`src/rtl/mem_arbiter_if.sv`:
```
// ---------------------------------------------------------------------------
// mem_arbiter_if
//   Command/response bus between two masters and the mem_arbiter.
//   Lane i of each packed field belongs to master i.
//
//   Handshake: a command on lane i transfers in a cycle where m_valid[i] and
//   m_ready[i] are both high. m_ready[i] never rises without m_valid[i], and
//   a master keeps m_wr/m_addr/m_wdata stable while valid is high and ready
//   is low, because the arbiter does not latch unaccepted commands. Read
//   responses have no back-pressure: m_rvalid[i] is a one-cycle strobe that
//   qualifies the shared m_rdata.
//
//   m_valid  : master -> arbiter, per-master command present
//   m_wr     : master -> arbiter, 1 = write, 0 = read
//   m_addr   : master -> arbiter, lane i at [i*ADDR_WIDTH +: ADDR_WIDTH]
//   m_wdata  : master -> arbiter, lane i at [i*DATA_WIDTH +: DATA_WIDTH]
//   m_ready  : arbiter -> master, command accepted this cycle
//   m_rvalid : arbiter -> master, read data strobe for master i
//   m_rdata  : arbiter -> master, read data shared by both masters
// ---------------------------------------------------------------------------
interface mem_arbiter_if #(
  parameter int ADDR_WIDTH = 2,
  parameter int DATA_WIDTH = 8
);
  logic [1:0]              m_valid;
  logic [1:0]              m_wr;
  logic [2*ADDR_WIDTH-1:0] m_addr;
  logic [2*DATA_WIDTH-1:0] m_wdata;
  logic [1:0]              m_ready;
  logic [1:0]              m_rvalid;
  logic [DATA_WIDTH-1:0]   m_rdata;

  modport master (
    output m_valid, m_wr, m_addr, m_wdata,
    input  m_ready, m_rvalid, m_rdata
  );

  modport slave (
    input  m_valid, m_wr, m_addr, m_wdata,
    output m_ready, m_rvalid, m_rdata
  );
endinterface

```
`src/rtl/mem_arbiter.sv`:
```
// ---------------------------------------------------------------------------
// mem_arbiter
//   Two-master round-robin arbiter and sequencer in front of a single-port
//   memory. One command is accepted per cycle, registered onto the memory
//   strobes for one cycle, and tracked through a two-stage {read, owner}
//   pipeline so read data comes back to the issuing master two cycles after
//   its handshake.
//
//   clk    : clock, rising edge
//   reset  : synchronous, active-low
//   bus    : mem_arbiter_if.slave, master command/response bus
//   addr   : memory address (registered)
//   wr_en  : memory write enable (registered)
//   rd_en  : memory read enable (registered)
//   wdata  : memory write data (registered)
//   rdata  : memory read data, valid the cycle after rd_en is sampled
//   busy   : handshake this cycle, command in issue stage, or read pending
// ---------------------------------------------------------------------------
module mem_arbiter #(
  parameter int ADDR_WIDTH = 2,
  parameter int DATA_WIDTH = 8
) (
  input  logic                  clk,
  input  logic                  reset,
  mem_arbiter_if.slave          bus,
  output logic [ADDR_WIDTH-1:0] addr,
  output logic                  wr_en,
  output logic                  rd_en,
  output logic [DATA_WIDTH-1:0] wdata,
  input  logic [DATA_WIDTH-1:0] rdata,
  output logic                  busy
);

  // Round-robin pointer: master that wins the next tie.
  logic                  prio_q, prio_d;

  // Issue stage: drives the memory directly; owner rides alongside.
  logic [ADDR_WIDTH-1:0] addr_q, addr_d;
  logic [DATA_WIDTH-1:0] wdata_q, wdata_d;
  logic                  wr_en_q, wr_en_d;
  logic                  rd_en_q, rd_en_d;
  logic                  iss_id_q, iss_id_d;

  // Response stage: aligned with the memory's rdata.
  logic                  rsp_rd_q, rsp_rd_d;
  logic                  rsp_id_q, rsp_id_d;

  logic [1:0]            grant;
  logic                  sel;
  logic                  accept;

  always_comb begin
    grant    = 2'b00;
    prio_d   = prio_q;
    addr_d   = addr_q;
    wdata_d  = wdata_q;
    wr_en_d  = 1'b0;
    rd_en_d  = 1'b0;
    iss_id_d = iss_id_q;

    // No grants while reset is asserted, so nothing enters the pipeline.
    if (reset) begin
      if (bus.m_valid[0] && (!bus.m_valid[1] || !prio_q)) begin
        grant[0] = 1'b1;
      end else if (bus.m_valid[1]) begin
        grant[1] = 1'b1;
      end
    end

    accept = |grant;
    sel    = grant[1];

    if (accept) begin
      prio_d   = ~sel;
      addr_d   = bus.m_addr[(sel ? ADDR_WIDTH : 0) +: ADDR_WIDTH];
      wdata_d  = bus.m_wdata[(sel ? DATA_WIDTH : 0) +: DATA_WIDTH];
      wr_en_d  = bus.m_wr[sel];
      rd_en_d  = ~bus.m_wr[sel];
      iss_id_d = sel;
    end

    // Writes need no response, so only the read flag advances.
    rsp_rd_d = rd_en_q;
    rsp_id_d = iss_id_q;
  end

  always_ff @(posedge clk) begin
    if (!reset) begin
      prio_q   <= 1'b0;
      addr_q   <= '0;
      wdata_q  <= '0;
      wr_en_q  <= 1'b0;
      rd_en_q  <= 1'b0;
      iss_id_q <= 1'b0;
      rsp_rd_q <= 1'b0;
      rsp_id_q <= 1'b0;
    end else begin
      prio_q   <= prio_d;
      addr_q   <= addr_d;
      wdata_q  <= wdata_d;
      wr_en_q  <= wr_en_d;
      rd_en_q  <= rd_en_d;
      iss_id_q <= iss_id_d;
      rsp_rd_q <= rsp_rd_d;
      rsp_id_q <= rsp_id_d;
    end
  end

  assign bus.m_ready  = grant;
  assign bus.m_rvalid = {rsp_rd_q & rsp_id_q, rsp_rd_q & ~rsp_id_q};
  // Zero outside a response so the shared data bus is quiet when idle.
  assign bus.m_rdata  = rsp_rd_q ? rdata : '0;

  assign addr  = addr_q;
  assign wdata = wdata_q;
  assign wr_en = wr_en_q;
  assign rd_en = rd_en_q;
  assign busy  = accept | wr_en_q | rd_en_q | rsp_rd_q;

endmodule

```
`src/flat_wrapper.sv`:
```
// flat-port wrapper written by rule: the top's interface ports become plain ports
module mem_arbiter_flat 
#(
  parameter int ADDR_WIDTH = 2,
  parameter int DATA_WIDTH = 8
)
  (clk, reset, addr, wr_en, rd_en, wdata, rdata, busy, bus_m_valid, bus_m_wr, bus_m_addr, bus_m_wdata, bus_m_ready, bus_m_rvalid, bus_m_rdata);
  mem_arbiter_if #(.ADDR_WIDTH(ADDR_WIDTH), .DATA_WIDTH(DATA_WIDTH)) bus_i ();
  input  logic clk;
  input  logic reset;
  output logic [ADDR_WIDTH-1:0] addr;
  output logic wr_en;
  output logic rd_en;
  output logic [DATA_WIDTH-1:0] wdata;
  input  logic [DATA_WIDTH-1:0] rdata;
  output logic busy;
  input wire logic [$bits(bus_i.m_valid)-1:0] bus_m_valid;
  input wire logic [$bits(bus_i.m_wr)-1:0] bus_m_wr;
  input wire logic [$bits(bus_i.m_addr)-1:0] bus_m_addr;
  input wire logic [$bits(bus_i.m_wdata)-1:0] bus_m_wdata;
  output wire logic [$bits(bus_i.m_ready)-1:0] bus_m_ready;
  output wire logic [$bits(bus_i.m_rvalid)-1:0] bus_m_rvalid;
  output wire logic [$bits(bus_i.m_rdata)-1:0] bus_m_rdata;
  assign bus_i.m_valid = bus_m_valid;
  assign bus_i.m_wr = bus_m_wr;
  assign bus_i.m_addr = bus_m_addr;
  assign bus_i.m_wdata = bus_m_wdata;
  assign bus_m_ready = bus_i.m_ready;
  assign bus_m_rvalid = bus_i.m_rvalid;
  assign bus_m_rdata = bus_i.m_rdata;
  mem_arbiter #(.ADDR_WIDTH(ADDR_WIDTH), .DATA_WIDTH(DATA_WIDTH)) u_core (.clk(clk), .reset(reset), .bus(bus_i), .addr(addr), .wr_en(wr_en), .rd_en(rd_en), .wdata(wdata), .rdata(rdata), .busy(busy));
endmodule
```
`config.mk`:
```
export PLATFORM = sky130hd
export DESIGN_NAME = mem_arbiter_flat
export DESIGN_NICKNAME = d
export VERILOG_FILES = /design/src/rtl/mem_arbiter_if.sv /design/src/rtl/mem_arbiter.sv /design/src/flat_wrapper.sv
export SDC_FILE = /design/constraint.sdc
export NUM_CORES = 1
export LEC_CHECK = 0
export BUFFER_PORTS_ARGS = -buffer_cell sky130_fd_sc_hd__buf_2
export CAP_MARGIN = 0
export CORE_AREA = 2 2 48 50
export DETAILED_ROUTE_END_ITERATION = 6
export DIE_AREA = 0 0 50 52
export PLACE_DENSITY = 0.75
export SKIP_CTS_REPAIR_TIMING = 1
export SLEW_MARGIN = 15
export SYNTH_ARGS = -nofsm -noshare
export SYNTH_HDL_FRONTEND = slang
export SYNTH_SLANG_ARGS = --single-unit
```
`constraint.sdc`:
```
create_clock -name clk -period 1.4 [get_ports clk]
set_clock_uncertainty 0.15 [all_clocks]
set_input_delay 0 -clock clk [delete_from_list [all_inputs] [get_ports clk]]
set_output_delay 0 -clock clk [all_outputs]
set_load 0.005 [all_outputs]
```
==> impl_metrics.toml <==
[timing]
hold_viol_final = 0
fin_setup_tns_ns = 0
slew_headroom_pct = 53.6
timing.final.max_slew_violations = 0
fin_crit_sh_pct = 92.7
clock.fmax_mhz = 771
period_needed_ns = 1.30
worst_pin_slew_ns = 0.693
rsz0062_at_grt = "no"
setup_viol = 0

[clocking]
cts_tree = "yes"
cts.clk_slew.worst_paths_ns = 0.08
clockRootBuffer = "clkbuf_4"
htree_levels = 1
cts_buffers = 3
clock_path_buffers = 2
clkSinkCount = 16
clk_latency_ns = 0.27

[route]
viasPerCell = 4.80
drt-initial-drc-count = 16
via_count = 975
ant_nets = 0
dr.pass1.iters = 3
wl_per_cell_um = 12.3
drc = 0
drt-total-wl_mm = 2.50

[placed_design]
placedCellCount = 174
gp_congestion = 0.709
dpl_cell_area_mm2 = 0.00107
port_buffers = 58
dp_hpwl_mm = 1.64

[logic_synthesis]
avgSynthCellArea_um2 = 8.40
synth_mux_area_share_pct = 0
synthSimpleGateAreaFrac_pct = 36.2
yosys_register_bits = 16
syn_nets = 125
synth-compound-area-share_pct = 17.0
synth_xor_area_share_pct = 0
synth_top_family_by_area = "simple AND/OR/NAND/NOR gates"
synth.distinct_cells = 21
netlist_area_um2 = 764
yosys_warnings = 0
synth_fa_ha_area_share_pct = 0
ys_seq_area_share_pct = 41.9
netlist_instances = 91

[worst_setup_path]
start_kind = "flop"
required_ns = 1.25
cpPeakStageDelay_ns = 0.36
crit_slowest_cell = "dfxtp_1"
path_class = "reg2out"
path_cells = "nand2b_4 -> and2_4 -> buf_2"
cp.arrival_ns = 1.15
end_kind = "primary output"
cp_max_fo = 11
cp_top_family = "simple AND/OR/NAND/NOR gates"
crit_buf_inv = 1

[layout]
drive_gt1_share_pct = 40.0
finalNetCount = 211
final_cell_mix = "58 x buf_2, 26 x dlygate4sd3_1, 22 x nand2_1"
diodes = 0
postLayoutCellArea_mm2 = 0.00137
fillers = 171
synthToLayoutAreaGrowth_pct = 78.6
fin_cells = 203
layout_commonest_cell = "buf_2"

[pwr]
leakage_uw = 0.000679
power_density_mw_per_mm2 = 743
fin_total_pwr_uw = 1010
vdd_ir_drop_max_v = 0.000451

[global_routing]
grt_use_total_pct = 15.3
grt_pass1_vias = 723
antenna_found_initial = 0
grt_max_degree = 14
overflow = 0
grt_pass1_wl_mm = 3.10

[floorplanning]
rows = 17
start_util_pct = 36.3
die_h_um = 52
coreArea_mm2 = 0.00211
fp.dieW_um = 50
dieArea_mm2 = 0.00260
num_io_pins = 59

[status]
status = "finished, final reports clean"

[run]
cap_viol_max_count = 0

[worst_hold_path]
hp-class = "in2reg"
-- worst paths after layout --
kind                     endpoint             from  slack (ns)  cells after the start
setup / recovery   bus_m_ready[1]    u_core.prio_q        0.10                      3
hold / removal       u_core.wr_en   bus_m_valid[1]      0.0001                      3
setup reg to reg  u_core.wdata[0]    u_core.prio_q        0.14                      3
hold reg to reg   u_core.rsp_id_q  u_core.iss_id_q        0.31                      1
-- kinds of logic (layout without fill, tap and decap cells) --
kind of cell,Yosys count,in the layout
compound gates,15,15
buf+inv,6,90
flops,16,16
simple gates,54,54
-- power by group --
| part | leakage [uW] | switching [uW] | internal [uW] |
|---|---|---|---|
| registers | 0.000133 | 20.1 | 493 |
| clock network | 0.0000138 | 135 | 99.7 |
| logic | 0.000533 | 108 | 158 |
-- stage by stage --
| stage | hold slack (ns) | utilization [%] | setup slack, ns |
|---|---|---|---|
| 2_1_floorplan | -0.0341 | - | 0.159 |
| 3_3_place_gp | 0.0887 | 51.0 | 0.130 |
| 3_5_place_dp | 0.0949 | 51.0 | 0.0797 |
| 4_1_cts | -0.201 | 52.1 | 0.0139 |
| 5_1_grt | 0.0298 | 64.8 | 0.0305 |
| 6_report | 0.000105 | 64.8 | 0.102 |
-- registers in the layout (all words and copies together) (netlist names) --
name             flops
u_core.iss_id_q      1
u_core.wdata         8
u_core.rd_en         1
u_core.wr_en         1
u_core.addr          2
u_core.rsp_rd_q      1
u_core.prio_q        1
u_core.rsp_id_q      1
-- cell type report --
type	count	area, um^2	share of cell area (%)
multi-input combinational	69	414	30.3
tap	28	35.0	2.57
timing repair buffer	87	573	42.0
sequential	16	320	23.5
clock buffer	3	22.5	1.65
-- layer usage --
metal  part of all wire, %  track usage [%]  vias to the layer above
met5                     0                0                        -
met4                   3.4             6.94                        0
met3                   5.6             2.30                        8
met2                    49             24.3                       44
met1                    42             20.4                      436
li1                      -                -                      487
-- synthesized netlist by cell type --
cell | count | area (um^2)
nand2b_1 | 1 | 6.26
o311ai_1 | 8 | 70.1
and3b_1 | 1 | 8.76
a21oi_1 | 1 | 5.00
o211a_1 | 1 | 10.0
a21bo_2 | 1 | 10.0
dfxtp_1 | 16 | 320
and2_4 | 2 | 17.5
nand2_1 | 22 | 82.6
o311ai_0 | 1 | 8.76
and3_1 | 1 | 6.26
nand3_1 | 11 | 55.1
nor3b_2 | 1 | 12.5
and2_1 | 11 | 68.8
nor3_1 | 1 | 5.00
clkbuf_1 | 4 | 15.0
buf_6 | 2 | 22.5
o311ai_2 | 1 | 16.3
nor2_1 | 2 | 7.51
o21ai_0 | 2 | 10.0
nor2b_1 | 1 | 6.26
-- worst min-delay path, stage by stage --
cell and delay, ns:
buf_2 0.13, o21ai_0 0.12, a21oi_1 0.14
Note: power is estimated with default switching activity, not from simulation.
